--- src/rtl/hazard_flush_ctrl.sv ---
// -----------------------------------------------------------------------------
// hazard_flush_ctrl
//
// Purpose:
//   Sequences the ID->EXE pipeline registers. Detects read-after-write hazards
//   between the instruction in ID and the destinations pending in EXE/MEM, and
//   squashes the front end on taken branches.
//     freeze   : hold PC and the IF/ID register (hazard, no branch)
//     flush_id : inject a bubble into the ID stage registers
//     flush_if : squash the IF/ID register (taken branch, FLUSH_CYCLES long)
//   A branch wins over a hazard. The hazarding instruction is on the wrong
//   path, so it is squashed rather than held.
//
// Configuration macro:
//   HAZARD_FORWARDING_EN
//     Defined    : a forwarding unit is present. Only a load in EXE can stall.
//     Undefined  : any pending EXE or MEM register write stalls.
//
// Parameters:
//   FLUSH_CYCLES  cycles flush_if/flush_id stay high per taken branch (>=1)
//   MAX_STALL     consecutive freeze cycles tolerated before stall_err (>=1)
//   CNT_W         width of stall_count
//
// Ports:
//   clk            rising-edge clock
//   rst            asynchronous, active-low reset
//   id_valid       ID holds a real instruction
//   src1/src1_valid, src2/two_src   source registers read by the ID instruction
//   exe_dst/exe_wb_en/exe_mem_r_en  EXE destination, write enable, is-load
//   mem_dst/mem_wb_en               MEM destination, write enable
//   branch_taken   taken branch resolved in EXE this cycle
//   freeze, flush_id, flush_if      pipeline control, combinational
//   state          00 RUN, 01 STALL, 10 BRFLUSH
//   stall_count    total freeze cycles, saturating at all-ones
//   stall_err      sticky: freeze held longer than MAX_STALL consecutive cycles
// -----------------------------------------------------------------------------
module hazard_flush_ctrl #(
  parameter int FLUSH_CYCLES = 1,
  parameter int MAX_STALL    = 15,
  parameter int CNT_W        = 16
) (
  input  logic             clk,
  input  logic             rst,
  input  logic             id_valid,
  input  logic [3:0]       src1,
  input  logic             src1_valid,
  input  logic [3:0]       src2,
  input  logic             two_src,
  input  logic [3:0]       exe_dst,
  input  logic             exe_wb_en,
  input  logic             exe_mem_r_en,
  input  logic [3:0]       mem_dst,
  input  logic             mem_wb_en,
  input  logic             branch_taken,
  output logic             freeze,
  output logic             flush_id,
  output logic             flush_if,
  output logic [1:0]       state,
  output logic [CNT_W-1:0] stall_count,
  output logic             stall_err
);

  typedef enum logic [1:0] {
    ST_RUN     = 2'b00,
    ST_STALL   = 2'b01,
    ST_BRFLUSH = 2'b10
  } state_e;

  // The flush counter only needs to hold FLUSH_CYCLES-1.
  localparam int FC_W  = (FLUSH_CYCLES > 1) ? $clog2(FLUSH_CYCLES) : 1;
  localparam int RUN_W = $clog2(MAX_STALL + 1);

  localparam logic [FC_W-1:0]  FLUSH_RELOAD = FC_W'(FLUSH_CYCLES - 1);
  localparam logic [FC_W-1:0]  FLUSH_LAST   = FC_W'(1);
  localparam logic [RUN_W-1:0] RUN_LIMIT    = RUN_W'(MAX_STALL);

  state_e            state_q, state_nxt;
  logic [FC_W-1:0]   flush_cnt_q, flush_cnt_nxt;
  logic [RUN_W-1:0]  stall_run_q;
  logic [CNT_W-1:0]  stall_count_q;
  logic              stall_err_q;

  logic              match1, match2;
  logic              hazard;
  logic              brf;

  // ---------------------------------------------------------------------------
  // Hazard detection. Register 0 is an ordinary register.
  // ---------------------------------------------------------------------------
`ifdef HAZARD_FORWARDING_EN
  // EXE ALU results and MEM results are forwarded. Only load data, which is
  // not available until MEM, forces a stall.
  logic exe_load;
  assign exe_load = exe_wb_en & exe_mem_r_en;
  assign match1   = exe_load & (exe_dst == src1);
  assign match2   = exe_load & (exe_dst == src2);

  // The MEM-stage write port has no effect on stalling in this build.
  logic unused_mem_port;
  assign unused_mem_port = mem_wb_en ^ (^mem_dst);
`else
  assign match1 = (exe_wb_en & (exe_dst == src1)) | (mem_wb_en & (mem_dst == src1));
  assign match2 = (exe_wb_en & (exe_dst == src2)) | (mem_wb_en & (mem_dst == src2));

  // Without forwarding, a load stalls like any other write.
  logic unused_exe_mem_r_en;
  assign unused_exe_mem_r_en = exe_mem_r_en;
`endif

  assign hazard = id_valid & ((src1_valid & match1) | (two_src & match2));
  assign brf    = branch_taken | (state_q == ST_BRFLUSH);

  // ---------------------------------------------------------------------------
  // FSM: state register
  // ---------------------------------------------------------------------------
  // NOTE: sequential state uses non-blocking assignments so every register
  // samples its pre-edge inputs regardless of process evaluation order.
  always_ff @(posedge clk or negedge rst) begin
    if (!rst) begin
      state_q     <= ST_RUN;
      flush_cnt_q <= '0;
    end else begin
      state_q     <= state_nxt;
      flush_cnt_q <= flush_cnt_nxt;
    end
  end

  // ---------------------------------------------------------------------------
  // FSM: next-state logic
  // ---------------------------------------------------------------------------
  // NOTE: every signal written here gets a default first, so no path leaves a
  // value unassigned and no latch is inferred.
  always_comb begin
    state_nxt     = state_q;
    flush_cnt_nxt = flush_cnt_q;
    if (branch_taken) begin
      // A branch in any state (re)starts the flush window. A one-cycle flush
      // is entirely covered by branch_taken itself.
      if (FLUSH_CYCLES > 1) begin
        state_nxt     = ST_BRFLUSH;
        flush_cnt_nxt = FLUSH_RELOAD;
      end else begin
        state_nxt     = ST_RUN;
      end
    end else begin
      unique case (state_q)
        ST_RUN: begin
          if (hazard) state_nxt = ST_STALL;
        end
        ST_STALL: begin
          if (!hazard) state_nxt = ST_RUN;
        end
        ST_BRFLUSH: begin
          if (flush_cnt_q == FLUSH_LAST) begin
            state_nxt     = ST_RUN;
            flush_cnt_nxt = '0;
          end else begin
            flush_cnt_nxt = flush_cnt_q - FLUSH_LAST;
          end
        end
        default: begin
          state_nxt     = ST_RUN;
          flush_cnt_nxt = '0;
        end
      endcase
    end
  end

  // ---------------------------------------------------------------------------
  // FSM: outputs. These are combinational from the state and inputs, and are
  // forced low for as long as reset is asserted.
  // ---------------------------------------------------------------------------
  always_comb begin
    flush_if = rst & brf;
    freeze   = rst & hazard & ~brf;
    flush_id = rst & (hazard | brf);
  end

  // ---------------------------------------------------------------------------
  // Stall statistics
  // ---------------------------------------------------------------------------
  // stall_run counts consecutive freeze cycles. It saturates at MAX_STALL, and
  // a further freeze cycle at that point sets stall_err.
  always_ff @(posedge clk or negedge rst) begin
    if (!rst) begin
      stall_run_q   <= '0;
      stall_err_q   <= 1'b0;
      stall_count_q <= '0;
    end else begin
      if (freeze) begin
        if (stall_run_q == RUN_LIMIT) begin
          stall_err_q <= 1'b1;
        end else begin
          stall_run_q <= stall_run_q + 1'b1;
        end
        if (stall_count_q != '1) begin
          stall_count_q <= stall_count_q + 1'b1;
        end
      end else begin
        stall_run_q <= '0;
      end
    end
  end

  assign state       = state_q;
  assign stall_count = stall_count_q;
  assign stall_err   = stall_err_q;

endmodule

--- config.mk ---
export PLATFORM = sky130hd
export DESIGN_NAME = hazard_flush_ctrl
export DESIGN_NICKNAME = d
export VERILOG_FILES = /design/src/rtl/hazard_flush_ctrl.sv
export SDC_FILE = /design/constraint.sdc
export NUM_CORES = 1
export LEC_CHECK = 0
export CORE_UTILIZATION = 30
export DETAILED_ROUTE_END_ITERATION = 8
export PLACE_DENSITY = 0.58
export SLEW_MARGIN = 20
export SYNTH_ARGS = -nofsm -noshare
export SYNTH_HDL_FRONTEND = slang
export SYNTH_SLANG_ARGS = --single-unit
--- constraint.sdc ---
create_clock -name clk -period 3.2 [get_ports clk]
set_input_delay 0.64 -clock clk [delete_from_list [all_inputs] [get_ports clk]]
set_output_delay 0.64 -clock clk [all_outputs]
set_load 0.01 [all_outputs]
**After elaboration in Yosys (flattened, before gate mapping)**

Index checks and enable logic that the tools add are counted.

- Reduce and logical (&&, ||, !) cells: 6
- Multiply operators: 0
- Magnitude comparators: 0
- Equality and inequality tests: 12
- Bitwise logic cells: 19
- Multiplexer cells: 9
- Divide/modulo/power cells: 0
- Add/subtract/negate cells: 3
- Shift operators: 0

Operator list:

| cell | count |
|---|---|
| $add A16 B1 Y16 const B | 1 |
| $eq A4 B4 Y1 | 4 |
| $ne A16 B16 Y1 const B | 1 |
| $and A1 B1 Y1 | 11 |
| $ne A3 B3 Y1 const B | 3 |
| $mux W2 | 4 |
| $mux W4 | 2 |
| $pmux W2 S3 | 1 |
| $reduce_and A2 Y1 | 3 |
| $or A1 B1 Y1 | 5 |
| $add A4 B1 Y4 const B | 1 |
| $eq A4 B4 Y1 const B | 1 |
| $not A1 Y1 | 3 |
| $reduce_and A3 Y1 | 1 |
| $eq A2 B1 Y1 const B | 1 |
| $eq A2 B2 Y1 const B | 1 |
| $logic_not A2 Y1 | 1 |
| $ne A2 B2 Y1 const B | 1 |
| $pmux W1 S2 | 1 |
| $reduce_or A2 Y1 | 1 |
| $mux W1 | 1 |
| $sub A1 B1 Y1 const B | 1 |

- Register bits after elaboration: 24
- Word-level logic and storage cells: 54
- Memories kept: 0
- Output and inout bits: 22
- Bits of input ports: 25
- Memory bits (read-only): 0
- Latch bits: 0
- RAM bits: 0

**Logic depth before layout (Yosys ltp)**

Gate-level depths: netlist (run 1).

- Depth after elaboration: 9
- Mapped depth: 8
- Mapped depth without buffers: 7

**Worst setup path after synthesis (run 1)**

Ideal clock, no wire load.

- Kind: input-to-output
- Start: in src2[2]
- End: out flush_id
- Arrival: 1748 ps
- Cell stages on the path: 7
- Slack: 812 ps
- Buffers on the path: 2
- Path through: xnor2_1 nand3_1 nor4_1 o41a_1 buf_6 buf_6 o21a_1

- Cells in the longest elaborated chain, start to end: 8
- Elaborated cells between the ends (all ways): 10

RTL lines:

| element | RTL line | RTL |
|---|---|---|
| start, declared | 47 | `input logic [3:0] src2,` |
| $eq A4 B4 Y1 | 103 | `assign match2 = (exe_wb_en & (exe_dst == src2)) \| (mem_wb_en & (mem_dst == src2));` |
| $and A1 B1 Y1 | 103 |  |
| $or A1 B1 Y1 * | 103 |  |
| $and A1 B1 Y1 * | 110 | `assign hazard = id_valid & ((src1_valid & match1) \| (two_src & match2));` |
| $or A1 B1 Y1 * | 110 |  |
| $and A1 B1 Y1 * | 110 |  |
| $or A1 B1 Y1 * | 176 | `flush_id = rst & (hazard \| brf);` |
| $and A1 B1 Y1 * | 176 |  |
| end, declared | 56 | `output logic flush_id,` |

Every way passes the cells marked *; elsewhere a longest branch is shown, timed or not.

**Worst setup path in the final report (run 1)**

- Start: in exe_dst[3]
- End: out flush_id

- Cells in the longest elaborated chain, start to end: 8
- Elaborated cells between the ends (all ways): 12

RTL lines:

| element | RTL line | RTL |
|---|---|---|
| start, declared | 49 | `input logic [3:0] exe_dst,` |
| $eq A4 B4 Y1 (on tied branches) | 102, 103 |  |
| $and A1 B1 Y1 (on tied branches) | 102, 103 |  |
| $or A1 B1 Y1 (on tied branches) | 102, 103 |  |
| $and A1 B1 Y1 | 110 |  |
| $or A1 B1 Y1 * | 110 |  |
| $and A1 B1 Y1 * | 110 |  |
| $or A1 B1 Y1 * | 176 |  |
| $and A1 B1 Y1 * | 176 |  |

Marked as above.

==> results of run 1 <==
==> sequential cells by signal (all words and copies together) (netlist names) <==
register / count
stall_count: 16
stall_err: 1
stall_run_q: 4
state: 1
==> how the worst max path moves through the flow <==
| stage | from | to | cells after the start |
|---|---|---|---|
| 6_report | exe_dst[3] | flush_id | 6 |
| 2_1_floorplan | src2[2] | flush_id | 7 |
| 3_5_place_dp | mem_dst[2] | freeze | 8 |
| 3_3_place_gp | src2[2] | freeze | 8 |
| 4_1_cts | src1[1] | flush_id | 6 |
| 5_1_grt | src2[2] | freeze | 8 |
==> kinds of logic after synthesis <==
kind of cell | share of synthesized area
AND/OR/NAND/NOR | 0.2550
XOR/XNOR | 0.2148
flip-flops | 0.4219
AO/OA/AOI/OAI | 0.04411
buffers and inverters | 0.02589
adder cells (fa/ha/maj) | 0.01917
multiplexers | 0.01630
other | 0.002874
==> metrics by stage <==
step	setup slack, ns	setup TNS [ns]	total power [W]	utilization
3_3_place_gp	0.0006821	0	0.0004124	0.4424
5_1_grt	0.03539	0	0.0007044	0.4608
2_1_floorplan	0.8119	0	0.0003445	-
4_1_cts	0.1724	0	0.0006792	0.4608
3_5_place_dp	-0.03327	-0.03327	0.0004143	0.4424
6_report	0.1399	0	0.0006716	0.4608
==> synth_stat cells, drive strengths merged <==
cell,count
dfrtp,22
xnor2,20
nand3,14
xor2,12
nand4,8
nor2,8
and3,7
nand2,4
nor4,4
buf,3
and2,2
ha,2
nor2b,2
nor3,2
a21oi,1
a31oi,1
conb,1
inv,1
mux2,1
mux2i,1
nand2b,1
nand3b,1
nor3b,1
o21a,1
o21bai,1
o311ai,1
o41a,1
==> power by group <==
group	total (W)	internal, W	switching (W)	leakage (nW)
clock network	0.000263	0.000167	0.0000956	0.0357
registers	0.000297	0.000287	0.00000977	0.306
logic	0.000112	0.0000648	0.0000472	0.444
==> final cells by class <==
type	instances	share of cell area
repair buffers	48	0.2485
clock buffers	3	0.02193
clock inverters	1	0.01595
inverters	1	0.001993
well taps	50	0.03322
flip-flops and latches	22	0.2924
multi-input cells	97	0.3860
==> per-layer routing <==
layer / track usage / routed length, um / up-vias
met5: 0 / 0 / -
met1: 0.1757 / 1304 / 505
met4: 0.04948 / 38 / 0
met2: 0.2206 / 1382 / 21
met3: 0.04000 / 109 / 4
li1: - / - / 532
==> what timing repair did <==
| action | 4_1_cts | 5_1_grt |
|---|---|---|
| hold buffers | 0 | 0 |
| gates resized for setup | 3 | 0 |
| setup endpoints to repair | 1 | 0 |
| setup buffers | 0 | 0 |
==> metrics.cfg, run 1 <==
[layout]
drive_above_1_share = 0.1105
instances_no_fill = 222
final_nets = 200
syn_to_final_growth_pct = 44.30
final_cell_mix = clkdlybuf4s50_1 (42), dfrtp_1 (22), xnor2_1 (20)
final_area_sq_um = 1883
diodes = 0
final_common_cell = clkdlybuf4s50_1
fillers = 384
seqCellArea_sq_um = 550.5
multi_input_area_sq_um = 726.9

[critical_path]
r2r_slack_ns = 1.21
timing.rr.end = stall_count[1]
crit_chain = clkdlybuf4s50_1, xor2_1, nor4_2, o41a_1, o21a_1, dlygate4sd2_1
cp_data_required_time_ns = 2.56
cpPeakStageDelay_ns = 0.53
cp_num_buf_inv = 2
cp_max_fo = 3
start_kind = input port
rr_worst_depth = 7
critPathTopFamily = buffers and inverters
arrival_ns = 2.42
slowest_stage = clkdlybuf4s50_1
worstSetupEndpointType = output pin
r2r_start = stall_count[0]
worstSetupPathType = in2out

[hold_path]
holdCritStartpoint = stall_err
holdCritPathClass = reg2reg
min_to = stall_err
hold_depth = 1

[routing]
route.detailed.drc = 0
vias_per_cell = 4.784
routedWlPerCell_um = 12.77
first_pass_iters = 4
dr_total_vias = 1062
wirelength_um = 2834
drtIter0Drc = 45
antenna_left = 0

[place]
dp_cells = 218
post_dp_cell_area_sq_um = 1808
place.gp.congestion = 0.7626
hpwl_um = 2257
port-buffer-count = 44

[die]
pin_count = 47
start_util = 0.3194
die_h_um = 67.96
rows = 23
die-area_sq_um = 4618
core_sq_um = 4086
fp.dieW_um = 67.96

[sta]
post-route-period-util = 0.9563
min_period_ns = 3.060
finalHoldViolCount = 0
fmax_ghz = 0.3268
fin_skew_ns = 0.004184
whs_ns = 0.4825
finalMaxSlewViolations = 0
rsz0062_at_grt = no
setup_viol = 0

[yosys]
synth_cells = 123
syn_area_sq_um = 1305
synth_seq_cells = 22
yosysSeqAreaShare = 0.4219
ys_warn_count = 0
yosysTopAreaCell = dfrtp_1
synth_area_leaders = dfrtp_1 (42%), xnor2_1 (13%), xor2_1 (8.1%)
synth_top_area_share = 0.4219
yosysUniqueCellTypes = 31
synth_nets = 150
syn_area_per_cell_sq_um = 10.61

[clock_network]
cts_root_buffer = clkbuf_8
clk_pin_slew_ns = 0.08
htreeDepth = 1
cts_tree = done
clock_latency_ns = 0.27
cts-buffers-inserted = 3
cts_buffer_depth = 2
cts_sinks = 22

[global_routing]
overflow = 0
grt_pass1_vias = 1101
antenna_found_initial = 0
grt_max_degree = 17
grt_pass1_wl_um = 4781
grt_usage = 0.1382

[power]
power.leakage_nw = 0.7852
p_per_area_nw_per_um2 = 356.7
vdd_drop_max_v = 0.0002735

[run]
cap_viol_max_count = 0

[outcome]
status = complete, no violations

(Power assumes the default switching activity.)
==> run 2: changes to the inputs <==
==> constraint.sdc (replaced) <==
create_clock -name clk -period 3.2 [get_ports clk]
set_input_delay 0.64 -clock clk [delete_from_list [all_inputs] [get_ports clk]]
set_output_delay 0.64 -clock clk [all_outputs]
set_load 0.05 [all_outputs]
==> metrics.cfg, run 2 (synthesis gave the netlist of run 1 again) <==
[die]
start_util = 0.3194  ; unchanged
fp.dieW_um = 67.96  ; unchanged
die_h_um = 67.96  ; unchanged
pin_count = 47  ; unchanged
rows = 23  ; unchanged
core_sq_um = 4086  ; unchanged
die-area_sq_um = 4618  ; unchanged

[layout]
instances_no_fill = 222  ; unchanged
syn_to_final_growth_pct = 46.31  ; was 44.30%
final_nets = 200  ; unchanged
fillers = 393  ; was 384
drive_above_1_share = 0.1221  ; was 0.1105
final_cell_mix = clkdlybuf4s50_1 (41), dfrtp_1 (22), xnor2_1 (20)  ; was clkdlybuf4s50_1 (42), dfrtp_1 (22), xnor2_1 (20)
final_common_cell = clkdlybuf4s50_1  ; unchanged
largest_reg_flops = 16  ; unchanged
fin_util = 0.4672  ; was 0.4608
diodes = 0  ; unchanged

[global_routing]
grt_max_degree = 16  ; was 17
grt_pass1_vias = 1083  ; was 1,101
grt_usage = 0.1384  ; was 0.1382
antenna_found_initial = 0  ; unchanged
grt_pass1_wl_um = 4857  ; was 4781 um
overflow = 0  ; unchanged

[hold_path]
holdCritStartpoint = stall_count[15]  ; was stall_err
min_to = stall_count[15]  ; was stall_err
holdCritPathClass = reg2reg  ; unchanged
hold_depth = 1  ; unchanged

[sta]
setup_tns_ns = 0  ; unchanged
finalMaxSlewViolations = 0  ; unchanged
min_period_ns = 2.896  ; was 3.060 ns
fin_skew_ns = 0.002841  ; was 0.004184 ns
whs_ns = 0.4967  ; was 0.4825 ns
finalHoldViolCount = 0  ; unchanged
rsz0062_at_grt = no  ; unchanged
post-route-period-util = 0.9050  ; was 0.9563
fmax_ghz = 0.3453  ; was 0.3268 GHz
slew_headroom = 0.6661
setup_viol = 0  ; unchanged
worstMarginPinSlew_ns = 0.4993
fin_ws_ns = 0.3039  ; was 0.1399 ns

[place]
dp_cells = 218  ; unchanged
dp_slack_ns = 0.2852  ; was -0.03327 ns
hpwl_um = 2266  ; was 2257 um
port-buffer-count = 44  ; unchanged
place.gp.congestion = 0.7593  ; was 0.7626

[critical_path]
cp_max_fo = 4  ; was 3
worstSetupPathType = in2out  ; unchanged
arrival_ns = 2.26  ; was 2.42 ns
r2r_start = stall_count[0]  ; unchanged
slowest_stage = clkdlybuf4s50_1  ; unchanged
rr_worst_depth = 7  ; unchanged
crit_chain = clkdlybuf4s50_1, xor2_1, nor4_1, o41a_1, o21a_1, buf_12  ; was clkdlybuf4s50_1, xor2_1, nor4_2, o41a_1, o21a_1, dlygate4sd2_1
start_kind = input port  ; unchanged
cp_num_buf_inv = 2  ; unchanged
worstSetupEndpointType = output pin  ; unchanged
critPathTopFamily = compound AO/OA/AOI/OAI gates  ; was buffers and inverters
r2r_slack_ns = 1.19  ; was 1.21 ns
cpPeakStageDelay_ns = 0.51  ; was 0.53 ns
cp_data_required_time_ns = 2.56  ; about the same
timing.rr.end = stall_count[1]  ; unchanged

[clock_network]
clock_latency_ns = 0.26  ; was 0.27 ns
post_cts_resized = 0  ; was 3
cts_sinks = 22  ; unchanged
htreeDepth = 1  ; unchanged
cts_tree = done  ; unchanged
cts_buffer_depth = 2  ; unchanged
post-cts-setup-buffer-count = 0  ; unchanged
cts_root_buffer = clkbuf_8  ; unchanged
clk_pin_slew_ns = 0.08  ; about the same
cts-buffers-inserted = 3  ; unchanged
cts_hold_buf = 0  ; unchanged

[power]
vdd_drop_max_v = 0.0005590  ; was 0.0002735 V
power.leakage_nw = 0.7920  ; was 0.7852 nW
p_per_area_nw_per_um2 = 369.6  ; was 356.7 nW/um^2

[routing]
antenna_left = 0  ; unchanged
routedWlPerCell_um = 12.65  ; was 12.77 um
wirelength_um = 2809  ; was 2834 um
dr_total_vias = 1048  ; was 1,062
route.detailed.drc = 0  ; unchanged
drtIter0Drc = 62  ; was 45
vias_per_cell = 4.721  ; was 4.784
first_pass_iters = 4  ; unchanged

[outcome]
status = complete, no violations  ; unchanged

[run]
cap_viol_max_count = 0  ; unchanged

run 2: cell types whose count changed in the layout (fill, tap and decap cells not counted):
cell and change:
nor4_2 -1, nor4_1 +1, clkdlybuf4s50_1 -1, dlygate4sd2_1 -2, buf_12 +3
run 2: routing by layer:
layer | GRT usage | up-vias | routed length [um]
met3 | 0.03000 | 2 | 126
met4 | 0.01563 | 0 | 10
met1 | 0.1843 | 493 | 1321
met5 | 0 | - | 0
li1 | - | 528 | -
met2 | 0.2353 | 25 | 1351
run 2: where the power goes:
part | total (W) | leakage [nW] | internal [W] | switching (W)
clock | 0.000258 | 0.0357 | 0.000167 | 0.0000912
sequential | 0.000297 | 0.306 | 0.000287 | 0.0000100
combinational | 0.000150 | 0.450 | 0.0000684 | 0.0000818
total | 0.000706 | 0.792 | 0.000523 | 0.000183
run 2: worst max path at each step:
stage / endpoint / from / depth (start not counted) / slack [ns]
after floorplan: flush_id / mem_dst[1] / 6 / 0.66
after global placement: flush_id / src2[1] / 6 / 0.30
after CTS: flush_id / mem_dst[1] / 6 / 0.28
after global routing: freeze / src2[2] / 8 / 0.17
final: flush_id / src2[0] / 6 / 0.30
after detailed placement: flush_id / src2[0] / 6 / 0.29
run 2: final cells by class:
class                      instances  area, sq um  area share
multi-input combinational         97        720.7      0.3775
sequential                        22        550.5      0.2883
timing repair buffer              48        500.5      0.2621
tap                               50        62.56     0.03277
clock buffer                       3        41.29     0.02163
clock inverter                     1        30.03     0.01573
inverter                           1        3.754    0.001966
run 2: per-stage QoR:
stage / power [W] / cell area (sq um)
after floorplan: 0.0003794 / 1305
after global placement: 0.0004520 / 1838
after detailed placement: 0.0004537 / 1838
after CTS: 0.0007168 / 1909
after global routing: 0.0007327 / 1909
final: 0.0007056 / 1909
==> run 3: changes to the inputs <==
==> constraint.sdc (replaced) <==
create_clock -name clk -period 2.9 [get_ports clk]
set_input_delay 0.58 -clock clk [delete_from_list [all_inputs] [get_ports clk]]
set_output_delay 0.58 -clock clk [all_outputs]
set_load 0.05 [all_outputs]
==> metrics.cfg, run 3 (synthesis gave the netlist of run 1 again) <==
[layout]
final_nets = 200  ; unchanged
diodes = 0  ; unchanged
fillers = 379  ; was 393
syn_to_final_growth_pct = 46.31  ; unchanged
final_common_cell = clkdlybuf4s50_1  ; unchanged
drive_above_1_share = 0.1221  ; unchanged
seqCellArea_sq_um = 550.5  ; unchanged
largest_reg_flops = 16  ; unchanged
final_cell_mix = clkdlybuf4s50_1 (41), dfrtp_1 (22), xnor2_1 (20)  ; unchanged
multi_input_area_sq_um = 720.7  ; unchanged

[routing]
first_pass_iters = 4  ; unchanged
dr_total_vias = 1061  ; was 1,048
wirelength_um = 2794  ; was 2809 um
routedWlPerCell_um = 12.59  ; was 12.65 um
route.detailed.drc = 0  ; unchanged
drtIter0Drc = 44  ; was 62
vias_per_cell = 4.779  ; was 4.721
antenna_left = 0  ; unchanged

[sta]
finalHoldViolCount = 0  ; unchanged
finalMaxSlewViolations = 0  ; unchanged
fin_skew_ns = 0.001107  ; was 0.002841 ns
worstMarginPinSlew_ns = 0.5048  ; was 0.4993 ns
fin_ws_ns = 0.1111  ; was 0.3039 ns
fmax_ghz = 0.3586
rsz0062_at_grt = no  ; unchanged
slew_headroom = 0.6624  ; was 0.6661
setup_tns_ns = 0  ; unchanged
post-route-period-util = 0.9617
min_period_ns = 2.789
setup_viol = 0  ; unchanged

[clock_network]
cts_tree = done  ; unchanged
cts_sinks = 22  ; unchanged
clk_pin_slew_ns = 0.08  ; about the same
htreeDepth = 1  ; unchanged
post_cts_resized = 0  ; unchanged
cts-buffers-inserted = 3  ; unchanged
cts_buffer_depth = 2  ; unchanged
clock_latency_ns = 0.26  ; about the same
cts_root_buffer = clkbuf_8  ; unchanged
post-cts-setup-buffer-count = 0  ; unchanged
cts_hold_buf = 0  ; unchanged

[global_routing]
grt_max_degree = 16  ; unchanged
antenna_found_initial = 0  ; unchanged
grt_pass1_vias = 1076  ; was 1,083
overflow = 0  ; unchanged
grt_pass1_wl_um = 4767  ; was 4857 um
grt_usage = 0.1389  ; was 0.1384

[run]
cap_viol_max_count = 0  ; unchanged

[die]
die-area_sq_um = 4618  ; unchanged
core_sq_um = 4086  ; unchanged
rows = 23  ; unchanged
start_util = 0.3194  ; unchanged
fp.dieW_um = 67.96  ; unchanged
pin_count = 47  ; unchanged
die_h_um = 67.96  ; unchanged

[place]
port-buffer-count = 44  ; unchanged
place.gp.congestion = 0.7628  ; was 0.7593
hpwl_um = 2283  ; was 2266 um
dp_slack_ns = 0.08883  ; was 0.2852 ns

[power]
p_total_w = 0.0007761  ; was 0.0007056 W
vdd_drop_max_v = 0.0004059  ; was 0.0005590 V
p_per_area_nw_per_um2 = 406.5  ; was 369.6 nW/um^2
power.leakage_nw = 0.7920  ; unchanged

[critical_path]
worstSetupEndpointType = output pin  ; unchanged
arrival_ns = 2.21  ; was 2.26 ns
crit_chain = clkdlybuf4s50_1, xor2_1, nor4_1, o41a_1, o21a_1, buf_12  ; unchanged
r2r_start = stall_count[0]  ; unchanged
worstSetupPathType = in2out  ; unchanged
cpPeakStageDelay_ns = 0.52  ; was 0.51 ns
critPathLaunch = src2[0]  ; unchanged
start_kind = input port  ; unchanged
cp_max_fo = 4  ; unchanged
cp_data_required_time_ns = 2.32  ; was 2.56 ns
slowest_stage = clkdlybuf4s50_1  ; unchanged

[hold_path]
holdCritStartpoint = stall_count[15]  ; unchanged
holdCritPathClass = reg2reg  ; unchanged

[outcome]
status = complete, no violations  ; unchanged

run 3: cell counts in the layout (fill, tap and decap cells not counted):
Identical to the previous run, type by type.
run 3: metal layers:
metal / vias to the layer above / part of all wire / global-route usage
li1: 529 / - / -
met1: 510 / 0.47 / 0.1874
met2: 22 / 0.49 / 0.2218
met3: 0 / 0.043 / 0.04000
met4: 0 / 0 / 0.02344
met5: - / 0 / 0
run 3: worst paths after layout:
| path | end | slack [ns] | depth (start not counted) |
|---|---|---|---|
| setup / recovery | flush_id | 0.11 | 6 |
| hold reg to reg | stall_count[15] | 0.50 | 1 |
| min in group asynchronous | stall_count[0] | 0.76 | 2 |
| hold / removal | stall_count[15] | 0.50 | 1 |
| setup reg to reg | stall_count[1] | 0.90 | 7 |
| max in group asynchronous | stall_run_q[2] | 1.96 | 2 |
run 3: stage by stage:
step	utilization	hold slack, ns	area (sq um)	cells
2_1_floorplan	-	0.2844	1305	123
3_3_place_gp	0.4498	0.4667	1838	218
3_5_place_dp	0.4498	0.4906	1838	218
4_1_cts	0.4672	0.5090	1909	222
5_1_grt	0.4672	0.5351	1909	222
6_report	0.4672	0.4987	1909	222
run 3: power by group:
part           leakage, nW  internal, W  switching (W)
registers            0.306     0.000317      0.0000108
clock network       0.0357     0.000184      0.0000977
logic                0.450    0.0000758      0.0000909
total                0.792     0.000577       0.000199
run 3: worst max-delay path: cells and delay by family:
| family | cells | cell delay (ns) |
|---|---|---|
| AO/OA/AOI/OAI | 2 | 0.72 |
| XOR/XNOR | 1 | 0.17 |
| buffers and inverters | 2 | 0.67 |
| AND/OR/NAND/NOR | 1 | 0.07 |
run 3: final cells by class:
class                   count  area share
inverters                   1    0.001966
clock buffers               3     0.02163
flip-flops and latches     22      0.2883
well taps                  50     0.03277
repair buffers             48      0.2621
multi-input cells          97      0.3775
clock inverters             1     0.01573
